[config.mk]
export PLATFORM = sky130hd
export DESIGN_NAME = addr2xy
export DESIGN_NICKNAME = d
export VERILOG_FILES = /design/src/rtl/addr2xy.sv
export SDC_FILE = /design/constraint.sdc
export NUM_CORES = 1
export LEC_CHECK = 0
export ABC_AREA = 1
export CAP_MARGIN = 5
export CORE_MARGIN = 8
export CORE_UTILIZATION = 53
export DETAILED_ROUTE_END_ITERATION = 16
export GPL_TIMING_DRIVEN = 0
export PLACE_DENSITY_LB_ADDON = 0.3
export SLEW_MARGIN = 40
export SYNTH_ARGS = -nofsm -noshare
export SYNTH_HDL_FRONTEND = slang
export SYNTH_SLANG_ARGS = --single-unit
[constraint.sdc]
create_clock -name clk -period 2.21 [get_ports clk]
set_input_delay 0.663 -clock clk [delete_from_list [all_inputs] [get_ports clk]]
set_output_delay 0.663 -clock clk [all_outputs]
set_load 0.01 [all_outputs]
[src/rtl/addr2xy.sv]
// Converts a linear frame-buffer address back to (x, y) pixel coordinates
// with a bit-serial restoring divider (one quotient bit per clock).
module addr2xy #(
  parameter int WIDTH  = 100,
  parameter int HEIGHT = 100,
  parameter int ADDR_W = 14,
  parameter int XY_W   = 16
) (
  input  logic              clk,
  input  logic              rst,
  input  logic              in_valid,
  output logic              in_ready,
  input  logic [ADDR_W-1:0] addr,
  output logic              out_valid,
  input  logic              out_ready,
  output logic [XY_W-1:0]   x,
  output logic [XY_W-1:0]   y,
  output logic              err
);

  localparam int REM_W = $clog2(WIDTH) + 1;
  localparam int T_W   = REM_W + 1;
  localparam int CNT_W = (ADDR_W > 1) ? $clog2(ADDR_W) : 1;
  localparam int CMP_W = ADDR_W + XY_W;

  localparam logic [T_W-1:0]   DIVISOR = T_W'(WIDTH);
  localparam logic [CMP_W-1:0] LIMIT   = CMP_W'(longint'(WIDTH) * longint'(HEIGHT));
  localparam logic [CNT_W-1:0] CNT_TOP = CNT_W'(ADDR_W - 1);

  // Configuration sanity: y would silently lose quotient bits otherwise.
  if (ADDR_W > XY_W) begin : g_bad_addr_w
    $error("addr2xy: ADDR_W (%0d) exceeds XY_W (%0d); y would be truncated", ADDR_W, XY_W);
  end
  if (WIDTH < 1 || longint'(WIDTH) >= (longint'(1) << XY_W)) begin : g_bad_width
    $error("addr2xy: WIDTH (%0d) out of range for XY_W (%0d)", WIDTH, XY_W);
  end

  typedef enum logic [1:0] {
    IDLE,
    DIV,
    DONE
  } state_t;

  state_t state, state_nxt;

  logic [ADDR_W-1:0] a;
  logic [ADDR_W-1:0] q;
  logic [ADDR_W-1:0] q_nxt;
  logic [REM_W-1:0]  rem;
  logic [REM_W-1:0]  rem_nxt;
  logic [CNT_W-1:0]  cnt;
  logic [T_W-1:0]    t;

  always_ff @(posedge clk) begin
    if (rst) state <= IDLE;
    else     state <= state_nxt;
  end

  always_comb begin
    state_nxt = state;
    case (state)
      IDLE:    if (in_valid)   state_nxt = DIV;
      DIV:     if (cnt == '0)  state_nxt = DONE;
      DONE:    if (out_ready)  state_nxt = IDLE;
      default:                 state_nxt = IDLE;
    endcase
  end

  always_comb begin
    in_ready = (state == IDLE);
  end

  // One restoring-division step; rem < WIDTH always, so t < 2*WIDTH fits T_W.
  always_comb begin
    t       = {rem, a[cnt]};
    q_nxt   = q;
    rem_nxt = rem;
    if (t >= DIVISOR) begin
      rem_nxt    = REM_W'(t - DIVISOR);
      q_nxt[cnt] = 1'b1;
    end else begin
      rem_nxt    = REM_W'(t);
      q_nxt[cnt] = 1'b0;
    end
  end

  always_ff @(posedge clk) begin
    if (rst) begin
      a         <= '0;
      q         <= '0;
      rem       <= '0;
      cnt       <= '0;
      x         <= '0;
      y         <= '0;
      err       <= 1'b0;
      out_valid <= 1'b0;
    end else begin
      case (state)
        IDLE: begin
          if (in_valid) begin
            a   <= addr;
            q   <= '0;
            rem <= '0;
            cnt <= CNT_TOP;
            err <= ({{XY_W{1'b0}}, addr} >= LIMIT);
          end
        end
        DIV: begin
          rem <= rem_nxt;
          q   <= q_nxt;
          if (cnt == '0) begin
            x         <= XY_W'(rem_nxt);
            y         <= XY_W'(q_nxt);
            out_valid <= 1'b1;
          end else begin
            cnt <= cnt - 1'b1;
          end
        end
        DONE: begin
          if (out_ready) out_valid <= 1'b0;
        end
        default: ;
      endcase
    end
  end

endmodule

# --- Word-level counts from Yosys, hierarchy flattened ---
# Index checks and enable logic that the tools add are counted.
totals:
  output_inout_bits: 35
  register_bits: 66
  in_bits: 18
classes:
  eq_ne: 6
  muxes: 20
  bitwise: 3
  addsub: 2
  reduce_logical: 11
  magnitude_cmp: 4
ops:
  columns: ["operator", "n"]
  rows:
  - ["$mux 14", 2]
  - ["$pmux 14 s2", 1]
  - ["$mux 8", 2]
  - ["$pmux 8 s2", 1]
  - ["$and 14x14->14", 1]
  - ["$ge 14x14->1 const B", 1]
  - ["$not 14->14", 1]
  - ["$or 14x14->14", 1]
  - ["$ge 9x7->1 const B", 1]
  - ["$reduce_and 3->1", 3]
  - ["$mux 4", 2]
  - ["$ne 2x2->1 const B", 4]
  - ["$pmux 4 s2", 1]
  - ["$sub 8x7->8 const B", 1]
  - ["$mux 2", 3]
  - ["$pmux 2 s3", 1]
  - ["$reduce_and 2->1", 3]
  - ["$lt 4x5->1 const B", 1]
  - ["$bmux 1 s4", 1]
  - ["$demux 1 s4", 1]
  - ["$ge 4x1->1 const B", 1]
  - ["$logic_not 4->1", 1]
  - ["$mux 1", 4]
  - ["$reduce_bool 2->1", 2]
  - ["other kinds (6)", 6]

# --- Longest topological paths before layout ---
logic_depth:
  depth_word: 8
  depth_mapped: 16
  ltp_nobuf: 14

# --- Worst setup path after synthesis ---
# OpenSTA, ideal clock, no wires.
synth_timing:
  path_kind: "reg2reg"
  start: "reg cnt[0]"
  end: "reg x[0]"
  synth_period_minus_slack_ps: 1703
  setup_ps: 119
  arrival_time_ps: 1584
  path_slack_ps: 507
  required_ps: 2091
  path_stages_with_launch: 12
  path_cell_list: "dfxtp_1 > buf_6 > inv_4 > buf_12 > ha_1 > inv_1 > nor2_1 > nand2_1 > inv_1 > buf_2 > buf_2 > a21oi_1"
synth_between:
  elab_chain_len: 4
  word_cells_on_any_way: 7
  cone_classes: "1 x add/sub; 1 x order compare; 3 x mux; 2 x reduce/logical"
synth_lines:
  columns: ["element", "line", "text"]
  rows:
  - ["start: declaration", "51", "logic [CNT_W-1:0] cnt;"]
  - ["start signal: assignment", "116", "cnt <= cnt - 1'b1;"]
  - ["$bmux 1 s4", "75", "t = {rem, a[cnt]};"]
  - ["$mux 1 (not written as such)", "75", null]
  - ["$sub 8x7->8 / $ge 9x7->1 (equally long branches)", "79, 78", null]
  - ["$mux 8", "78", "if (t >= DIVISOR) begin"]
  - ["end signal: assignment", "112", "x <= XY_W'(rem_nxt);"]
  - ["end: declaration", "16", "output logic [XY_W-1:0] x,"]
# Parallel ways exist; a longest one is shown, timed or not. The select of a mux whose other input is x is not followed.
# A chain may end at the register's enable or synchronous reset.

# --- Final worst setup path ---
layout_timing:
  start: "reg state[1]"
  end: "out in_ready"
layout_between:
  elab_chain_len: 1
layout_lines:
  columns: ["element", "line", "text"]
  rows:
  - ["start: declaration", "44", "state_t state, state_nxt;"]
  - ["start signal: assignment", "56", "else state <= state_nxt;"]
  - ["$logic_not 2->1", "70", "in_ready = (state == IDLE);"]
  - ["end: declaration", "12", "output logic in_ready,"]
# No other way between the ends.

==> flow_metrics.env <==
export IMPL_total_grt_overflow=0
export IMPL_timing_critical_path_to_type="output pin"
export IMPL_cts_hold_fix_buffers=0
export IMPL_ys_ff_latch=65
export IMPL_detailedRoute_firstIterationViolations=214
export IMPL_power_leakage_nw=1.69
export IMPL_cp_required_ns=1.55
export IMPL_die_area_um2=8880
export IMPL_worstMarginPinSlew_ns=0.595
export IMPL_htree_levels=3
export IMPL_instance_area_after_placement_um2=3780
export IMPL_dp_worst_setup_slack_ns=-0.0519
export IMPL_route_antenna_remaining_nets=0
export IMPL_antenna_cells_inserted=0
export IMPL_die_width_um=94.2
export IMPL_clkLatencyLatePin_ns=0.35
export IMPL_setup_violations_final=0
export IMPL_grt_first_pass_wirelength_um=13600
export IMPL_synth_cell_types=30
export IMPL_data_arrival_critical_path_ns=1.38
export IMPL_syn_area_um2=3240
export IMPL_maxCapViolCount=0
export IMPL_power_share_switching_pct=29.5
export IMPL_hold_path_class="flop to flop"
export IMPL_ys_flop_type="sky130_fd_sc_hd__dfxtp_1"
export IMPL_grt_total_usage_pct=19.5
export IMPL_initial_antenna_violation_count=0
export IMPL_most_repeated_cell_in_the_gate_level_netlist_after_synthesis="sky130_fd_sc_hd__nand2_1"
export IMPL_timing_final_crit_period_ns=2.05
export IMPL_dp_cells=573
export IMPL_stdcell_area_um2=4010
export IMPL_synth_seq_area_share_pct=40.1
export IMPL_startpoint_type="flop"
export IMPL_clock_tree_from_tritoncts="yes"
export IMPL_postLayoutSetupSlackWorst_ns=0.163
export IMPL_pwr_share_comb_pct=21.2
export IMPL_setup_tns_final_ns=0
export IMPL_sink_count_of_the_clock_tree=65
export IMPL_critical_path_max_fanout=4
export IMPL_core_region_area_um2=5920
export IMPL_run_status="finished, final reports clean"
export IMPL_initial_utilization_pct=54.8
export IMPL_pwr_share_clk_pct=36.3
export IMPL_power_frac_seq_pct=42.5
export IMPL_synth_top_area_share_pct=40.1
export IMPL_post_route_period_util_pct=92.6
export IMPL_final_hold_viol_count=0
export IMPL_synth_edff_count=0
export IMPL_synth_largest_area_cell="sky130_fd_sc_hd__dfxtp_1"
export IMPL_area_growth_synth_to_final_pct=23.6
export IMPL_ys_async_sr_fraction_pct=0
export IMPL_dp_final_hpwl_um=5850
export IMPL_internal_power_mw=2.16
export IMPL_yosys_top_cells_count="88 x sky130_fd_sc_hd__nand2_1, 65 x sky130_fd_sc_hd__dfxtp_1, 57 x sky130_fd_sc_hd__a21oi_1"
export IMPL_postRouteWirelength_um=8120
export IMPL_first_global_vias=3068
export IMPL_vdd_ir_drop_worst_v=0.000594
export IMPL_drc_errors=0
export IMPL_layout_nets=534
export IMPL_core_rowCount=28
export IMPL_synthesis_yosys_warnings=0
export IMPL_netSwitchingPower_mw=0.903
export IMPL_final_estimated_routing_congestion_in_global_placement=0.910
export IMPL_yosys_top_cells_area="sky130_fd_sc_hd__dfxtp_1 40%, sky130_fd_sc_hd__nand2_1 10%, sky130_fd_sc_hd__a21oi_1 8.8%"
export IMPL_fmax_mhz=489
export IMPL_synthesis_area_per_instance_um2=7.24
export IMPL_count_of_port_buffers_added_during_placement=41
export IMPL_post_layout_total_power_mw=3.06
export IMPL_clkSlewWorstSetupHoldPaths_ns=0.07
export IMPL_layout_cells_non_filler=589
export IMPL_maxSlewHeadroom_pct=60.4
export IMPL_die_h_um=94.2
export IMPL_timing_worst_setup_path_type="flop to output pin"
export IMPL_timing_clock_skew_ns=0.00835
export IMPL_drt_wirelength_per_cell_um=13.8
export IMPL_grt_max_degree=13
export IMPL_power_density_relative_to_cell_area_nw_per_um2=764
export IMPL_post_synth_inst_count=448
export IMPL_cts_path_max_buffers=2
export IMPL_slew_viol_final=0
export IMPL_io_pins=53
export IMPL_route_vias_total=3048
export IMPL_fillCellCount=540
export IMPL_clock_tree_root_cell="sky130_fd_sc_hd__clkbuf_8"
export IMPL_grt_setup_unrepaired="false"
export IMPL_layout_drive_gt1_share_pct=14.4
export IMPL_drt_first_pass_iters=6
export IMPL_cts_inserted_buffers=9
export IMPL_routed_via_density=5.17
==> cell families (layout without fill, tap and decap cells) <==
group           Yosys count  after routing  share of synthesized area [%]
fa+ha+maj                 7              7                           2.70
other cells               1             10                          0.116
simple gates            195            195                           28.4
buf+inv                  78            135                           11.8
flops                    65             65                           40.1
compound gates           98             98                           15.7
xor+xnor                  4              4                           1.08
==> final timing paths <==
path / start / end / cells past startpoint / slack (ns)
max: state[1] / in_ready / 2 / 0.16
min: a[4] / a[4] / 2 / 0.46
max reg2reg: cnt[0] / y[1] / 11 / 0.21
min reg2reg: a[4] / a[4] / 2 / 0.46
==> metal layers <==
metal	vias up	routed length, um	GRT usage (%)
met4	0	176	8.85
met3	18	571	6.00
met1	1397	3540	22.2
met5	-	0	0
li1	1545	-	-
met2	88	3830	32.5
==> what timing repair did <==
item / 4_1_cts / 5_1_grt
endpoints found under the setup margin: 10 / 19
setup buffers: 0 / 0
gates resized for setup: 2 / 3
==> critical path, cell delays in order (launching register included) <==
cell and delay [ns]:
sky130_fd_sc_hd__dfxtp_1 0.33, sky130_fd_sc_hd__nor2_1 0.14, sky130_fd_sc_hd__clkdlybuf4s50_1 0.56
==> area by class of cell <==
class                   instances  area, um2  area share, %
well taps                      75       93.8           2.34
flip-flops and latches         65       1300           32.5
clock inverters                 7       95.1           2.37
clock buffers                   9        124           3.09
plain buffers                  32        214           5.34
inverters                      46        175           4.37
repair buffers                 41        410           10.2
multi-input cells             314       1590           39.8
==> placed cells by master, fill, tap and decap left out, drive strengths merged, types with 18 or more instances in the layout <==
| cell type | synthesis | layout |
|---|---|---|
| a21oi | 59 | 59 |
| buf | 20 | 18 |
| clkbuf | 12 | 23 |
| clkdlybuf4s50 | 0 | 41 |
| dfxtp | 65 | 65 |
| inv | 46 | 46 |
| nand2 | 90 | 90 |
| nand3 | 46 | 46 |
| nor2 | 42 | 42 |
| o21ai | 38 | 38 |
==> power by group through the flow <==
stage / sequential (mW) / combinational [mW] / clock [mW]
floorplan: 1.34 / 0.397 / 0
global placement: 1.32 / 0.624 / 0
detailed placement: 1.33 / 0.639 / 0
CTS: 1.30 / 0.645 / 1.14
global route: 1.31 / 0.723 / 1.18
finish: 1.30 / 0.648 / 1.11
==> state kept, by name (all words and copies together), names as in the netlist <==
name	flops
a	14
y	14
q	13
rem	8
x	8
cnt	4
state	2
err	1
out_valid	1
==> through the flow <==
step                hold WS [ns]  utilization [%]
global route               0.484             67.7
detailed placement         0.451             63.8
global placement           0.443             63.8
finish                     0.460             67.7
CTS                        0.462             67.6
floorplan                  0.429                -
Power figures use the tool's default switching activity.
